`src/rtl/ram_port_arbiter.sv`:
```
// ram_port_arbiter: round-robin two-port sequencer for a clockless 4x4 RAM (setup, enable, hold)
module ram_port_arbiter #(
  parameter int ACCESS_CYCLES = 1
) (
  input  logic       clk,
  input  logic       rst_n,
  input  logic       req_a,
  input  logic       req_b,
  input  logic       wr_a,
  input  logic       wr_b,
  input  logic [1:0] addr_a,
  input  logic [1:0] addr_b,
  input  logic [3:0] wdata_a,
  input  logic [3:0] wdata_b,
  output logic       gnt_a,
  output logic       gnt_b,
  output logic       ack_a,
  output logic       ack_b,
  output logic [3:0] rdata_a,
  output logic [3:0] rdata_b,
  output logic       busy,
  output logic       mem_en,
  output logic       rd_wr,
  output logic [1:0] addr,
  output logic [3:0] wr_data,
  input  logic [3:0] rd_data
);
  typedef enum logic [1:0] {IDLE, SETUP, ACCESS, HOLD} state_t;
  localparam logic [3:0] CNT_LOAD = 4'(ACCESS_CYCLES - 1);
  state_t state, state_n;
  logic [3:0] cnt, cnt_n, rdata_a_n, rdata_b_n, wr_data_n;
  logic [1:0] addr_n;
  logic pri, pri_n, win, win_n;
  logic gnt_a_n, gnt_b_n, ack_a_n, ack_b_n, mem_en_n, rd_wr_n;
  // register state and every output so the RAM bus is glitch-free
  always_ff @(posedge clk or negedge rst_n) begin
    if (!rst_n) begin
      state   <= IDLE;
      cnt     <= '0;
      pri     <= 1'b0;
      win     <= 1'b0;
      gnt_a   <= 1'b0;
      gnt_b   <= 1'b0;
      ack_a   <= 1'b0;
      ack_b   <= 1'b0;
      rdata_a <= '0;
      rdata_b <= '0;
      busy    <= 1'b0;
      mem_en  <= 1'b0;
      rd_wr   <= 1'b1;
      addr    <= '0;
      wr_data <= '0;
    end else begin
      state   <= state_n;
      cnt     <= cnt_n;
      pri     <= pri_n;
      win     <= win_n;
      gnt_a   <= gnt_a_n;
      gnt_b   <= gnt_b_n;
      ack_a   <= ack_a_n;
      ack_b   <= ack_b_n;
      rdata_a <= rdata_a_n;
      rdata_b <= rdata_b_n;
      busy    <= state_n != IDLE;
      mem_en  <= mem_en_n;
      rd_wr   <= rd_wr_n;
      addr    <= addr_n;
      wr_data <= wr_data_n;
    end
  end
  // arbitration and access sequencing; bus fields move only entering SETUP or leaving HOLD
  always_comb begin
    state_n   = state;
    cnt_n     = cnt;
    pri_n     = pri;
    win_n     = win;
    gnt_a_n   = gnt_a;
    gnt_b_n   = gnt_b;
    ack_a_n   = 1'b0;
    ack_b_n   = 1'b0;
    rdata_a_n = rdata_a;
    rdata_b_n = rdata_b;
    mem_en_n  = 1'b0;
    rd_wr_n   = rd_wr;
    addr_n    = addr;
    wr_data_n = wr_data;
    case (state)
      IDLE: if (req_a || req_b) begin
        win_n     = req_b && (!req_a || pri);
        state_n   = SETUP;
        gnt_a_n   = !win_n;
        gnt_b_n   = win_n;
        rd_wr_n   = win_n ? !wr_b : !wr_a;
        addr_n    = win_n ? addr_b : addr_a;
        wr_data_n = win_n ? wdata_b : wdata_a;
      end
      SETUP: begin
        state_n  = ACCESS;
        cnt_n    = CNT_LOAD;
        mem_en_n = 1'b1;
      end
      ACCESS: if (cnt == 4'd0) begin
        state_n   = HOLD;
        ack_a_n   = !win;
        ack_b_n   = win;
        rdata_a_n = (rd_wr && !win) ? rd_data : rdata_a;
        rdata_b_n = (rd_wr && win) ? rd_data : rdata_b;
      end else begin
        cnt_n    = cnt - 4'd1;
        mem_en_n = 1'b1;
      end
      HOLD: begin
        state_n   = IDLE;
        pri_n     = !win;
        gnt_a_n   = 1'b0;
        gnt_b_n   = 1'b0;
        rd_wr_n   = 1'b1;
        addr_n    = '0;
        wr_data_n = '0;
      end
      default: state_n = IDLE;
    endcase
  end
endmodule

```
`config.mk`:
```
export PLATFORM = sky130hd
export DESIGN_NAME = ram_port_arbiter
export DESIGN_NICKNAME = d
export VERILOG_FILES = /design/src/rtl/ram_port_arbiter.sv
export SDC_FILE = /design/constraint.sdc
export NUM_CORES = 1
export LEC_CHECK = 0
export BUFFER_PORTS_ARGS = -buffer_cell sky130_fd_sc_hd__buf_2
export CAP_MARGIN = 20
export CORE_MARGIN = 4
export CORE_UTILIZATION = 50
export CTS_CLUSTER_DIAMETER = 200
export CTS_CLUSTER_SIZE = 10
export DETAILED_ROUTE_END_ITERATION = 10
export GPL_TIMING_DRIVEN = 0
export PLACE_DENSITY = 0.8
export RECOVER_POWER = 25
export SKIP_CTS_REPAIR_TIMING = 1
export SLEW_MARGIN = 20
export SYNTH_ARGS = -nofsm -noshare
export SYNTH_HDL_FRONTEND = slang
export SYNTH_SLANG_ARGS = --single-unit
```
`constraint.sdc`:
```
create_clock -name clk -period 2.65 [get_ports clk]
set_input_delay 0.265 -clock clk [delete_from_list [all_inputs] [get_ports clk]]
set_output_delay 0.265 -clock clk [all_outputs]
set_load 0.1 [all_outputs]
```
# Word level (Yosys, flattened, before mapping)
# Cells that the tools add are included.
[totals]
elab_cells = 65
reg_bits = 29
output_inout_bits = 21
inputBits = 22
[op_classes]
eq_ne = 5
addsub = 1
n_mux = 24
n_reduce_logical = 20
[op_table]
columns = ["cell", "count"]
rows = [
  ["$pmux W4 S2", 2],
  ["$mux W4", 3],
  ["$mux W1", 9],
  ["$mux W2", 4],
  ["$pmux W1 S2", 4],
  ["$pmux W2 S4", 1],
  ["$reduce_and A2 Y1", 3],
  ["$reduce_and A3 Y1", 2],
  ["$reduce_bool A2 Y1", 3],
  ["$logic_not A1 Y1", 5],
  ["$eq A2 B2 Y1 const B", 2],
  ["$logic_not A4 Y1", 1],
  ["$ne A2 B2 Y1 const B", 2],
  ["$pmux W2 S2", 1],
  ["$sub A4 B1 Y4 const B", 1],
  ["$logic_and A1 B1 Y1", 3],
  ["$eq A2 B1 Y1 const B", 1],
  ["$logic_not A2 Y1", 1],
  ["$logic_or A1 B1 Y1", 2],
]

# Logic depth before layout (Yosys ltp)
[depth]
depth_word = 6
depth_mapped = 6
ltp_nobuf = 5

# Worst setup path before layout
# OpenSTA, ideal clock, no wires.
[synth_path]
path_type = "register to register"
startpoint = "reg state[0]"
endpoint = "reg rdata_b[0]"
setup_slack_ns = 0.937
n_path_buf = 1
synth_period_minus_slack_ns = 1.713
required_time_ns = 2.524
setup_time_ns = 0.126
t_arrival_ns = 1.587
path_stages_with_launch = 7
path_cell_list = "dfrtp_1 -> inv_1 -> ha_1 -> and4bb_4 -> and3_1 -> buf_6 -> mux2_4"
[synth_between]
elab_chain_cells = 2
[synth_rtl]
columns = ["item", "line_no", "source"]
rows = [
  ["start: declaration", "30", "state_t state, state_n;"],
  ["start signal: assignment", "54", "state <= state_n;"],
  ["$eq A2 B2 Y1", "87", "case (state)"],
  ["$reduce_and A3 Y1 (no source line)", "-", ""],
  ["end signal: assignment", "63", "rdata_b <= rdata_b_n;"],
  ["end: declaration", "20", "output logic [3:0] rdata_b,"],
]
# Every way passes these cells.
# A chain may end at the register's enable or synchronous reset.

# Final worst setup path
[layout_path]
startpoint = "reg state[0]"
endpoint = "reg rdata_b[2]"
# Same word-level chain as after synthesis.

==> run metrics <==
fin crit period=1873 ps; Die X-Extent=60.42 microns; CP max-delay cell=dfrtp_1; status=complete, but fails checks; initial antenna violation count=0; DRC Markers=0; yosys warns=0; Avg Inst Size Synth=11.54 sq um; vias per cell=5.455; total vias in the final route=1091; Detail Placement HPWL=2141 microns; First-pass DRT Iterations=4; area grow syn2layout=22.68%; worst r2r src=state[0]$_DFF_PN0_; share of layout cells above drive strength 1=0.3706; worst path cell trace=inv_1, ha_1, and4bb_4, and3_1, buf_6, mux2_4; crit path from=state[0]$_DFF_PN0_; Post-Synthesis Cells=119; Ports=43; Crit Path Category=reg -> reg; Fmax=534.0 MHz; number of global-route vias before repair=1106; Cell Area, Synth=1374 sq um; clk sinks=29; CP max FO=8; CTS root buffer=clkbuf_4; GRT Util Overall=0.1841; antenna diode count=0; H-tree depth=2; critical path required time=2870 ps; Synth async-reset ratio=1.000; CP peak stage delay=440 ps; Clock Tree Buf Depth=2; final hold vios=0; Port Buf Inserts=42; WL per Instance=14.22 microns; main area contributors after synthesis=dfrtp_1, ha_1, a221o_1; most common cell after layout, fill and taps aside=buf_2; die span in y=60.42 microns; Post-synth EDFFs=0; Worst setup EP type=flop; Synth Flop Type=dfrtp_1; period utilization=0.7066; largest net degree at the start of global routing=30; syn_nets=148; Starting DRT DRC Count=22; Yosys reg bits=29; failing checks=max-capacitance violations; Worst Tran Pin Value=1498 ps; RePlAce Congestion=0.7376; Worst Path Arrival=2090 ps; commonest non-fill, non-tap cells in the layout=buf_2, dfrtp_1, nand2_1; most area-hungry cell type in the Yosys netlist=dfrtp_1; die area=3650 sq um; ANT nets after route=0; RSZ-0062 raised after global routing=false; Starting Density=0.5398; post-route setup TNS=0 ps; Final Max Tran Viols=0; distinct cell type count after synthesis=34; # setup viols final=0; NumNets Final=198; Worst Hold Launch=wr_b; skew final=10.52 ps; relative slew slack=0.001071; CTS buffer count=5; Yosys top cell area share=0.5100; CTS tree=done; Hold Path Class=in -> reg; Clock transition at path regs=100 ps; Setup crit start kind=flop; final WL=2844 microns; area of the core=2545 sq um; grt total ovfl=0; Rows=18; sequential fraction of the synthesis area=0.5291; max-cap violation count=1; Worst-Skew Late Latency=330 ps; first-pass GRT wire length=4843 microns
-- cell usage after synthesis (2+ instances only) --
| library cell | instances |
|---|---|
| dfrtp_1 | 28 |
| nand2_1 | 9 |
| o21ai_0 | 8 |
| ha_1 | 7 |
| a221o_1 | 6 |
| inv_1 | 6 |
| nor3_1 | 6 |
| nor2_1 | 5 |
| nor2b_1 | 5 |
| mux2_2 | 4 |
| mux2_4 | 4 |
| nand2b_1 | 3 |
| a21o_1 | 2 |
| a21oi_1 | 2 |
| and2_1 | 2 |
| and3_1 | 2 |
| buf_2 | 2 |
| nand3_1 | 2 |
-- registers in the layout (all words and copies together) (netlist names) --
register / flops
mem_en: 1
rdata_a: 4
rdata_b: 4
win: 1
addr: 2
gnt_a: 1
cnt: 4
state: 2
rd_wr: 1
ack_a: 1
ack_b: 1
gnt_b: 1
wr_data: 4
busy: 1
pri: 1
-- stage by stage --
stage	instance area, sq um	hold WS (ps)	utilization	cells	worst slack (ps)
final	1685	63.89	0.6622	200	777.5
after global routing	1685	30.64	0.6622	200	621.3
after CTS	1677	-49.17	0.6588	199	770.9
after detailed placement	1622	326.1	0.6372	191	797.2
after global placement	1622	311.9	0.6372	191	845.2
after floorplan	1374	-30.59	-	119	937.1
-- metal layers --
metal	up-vias	GRT usage	share of wire
met3	6	0.07234	0.079
met2	36	0.3148	0.50
met1	523	0.2104	0.40
met4	0	0.06502	0.014
met5	-	0	0
li1	526	-	-
-- cell families after synthesis --
kind of cell             synth area share
AO/OA/AOI/OAI                      0.1275
adder cells (fa/ha/maj)           0.06375
buffers and inverters             0.03460
flip-flops                         0.5291
multiplexers                      0.07650
AND/OR/NAND/NOR                    0.1685
-- path summary, 6_finish.rpt --
kind / end / slack [ps] / cells after the start
hold / removal: rd_wr$_DFFE_PN1P_ / 60 / 2
setup reg to reg: rdata_b[2]$_DFFE_PN0P_ / 780 / 6
hold reg to reg: gnt_a$_DFFE_PN0P_ / 490 / 1
min in group asynchronous: gnt_a$_DFFE_PN0P_ / 820 / 2
max in group asynchronous: cnt[3]$_DFFE_PN0P_ / 960 / 2
setup / recovery: rdata_b[2]$_DFFE_PN0P_ / 780 / 6
-- layout make-up --
| class | count | area [sq um] |
|---|---|---|
| clock inverter | 3 | 17.52 |
| timing repair buffer | 43 | 219.0 |
| tap | 30 | 37.54 |
| multi-input combinational | 80 | 599.3 |
| fill | 225 | 859.6 |
| buffer | 4 | 25.02 |
| clock buffer | 5 | 37.54 |
| sequential | 29 | 726.9 |
| inverter | 6 | 22.52 |
-- worst max-delay path, delay by kind of cell, from the launching register on --
family	cells	cell delay, ps
simple gates	2	490
flops	1	440
fa+ha+maj	1	290
mux	1	290
buf+inv	2	250
Power is not shown: default switching activity piles up to over one toggle a cycle in this logic, so the estimate is an artifact.
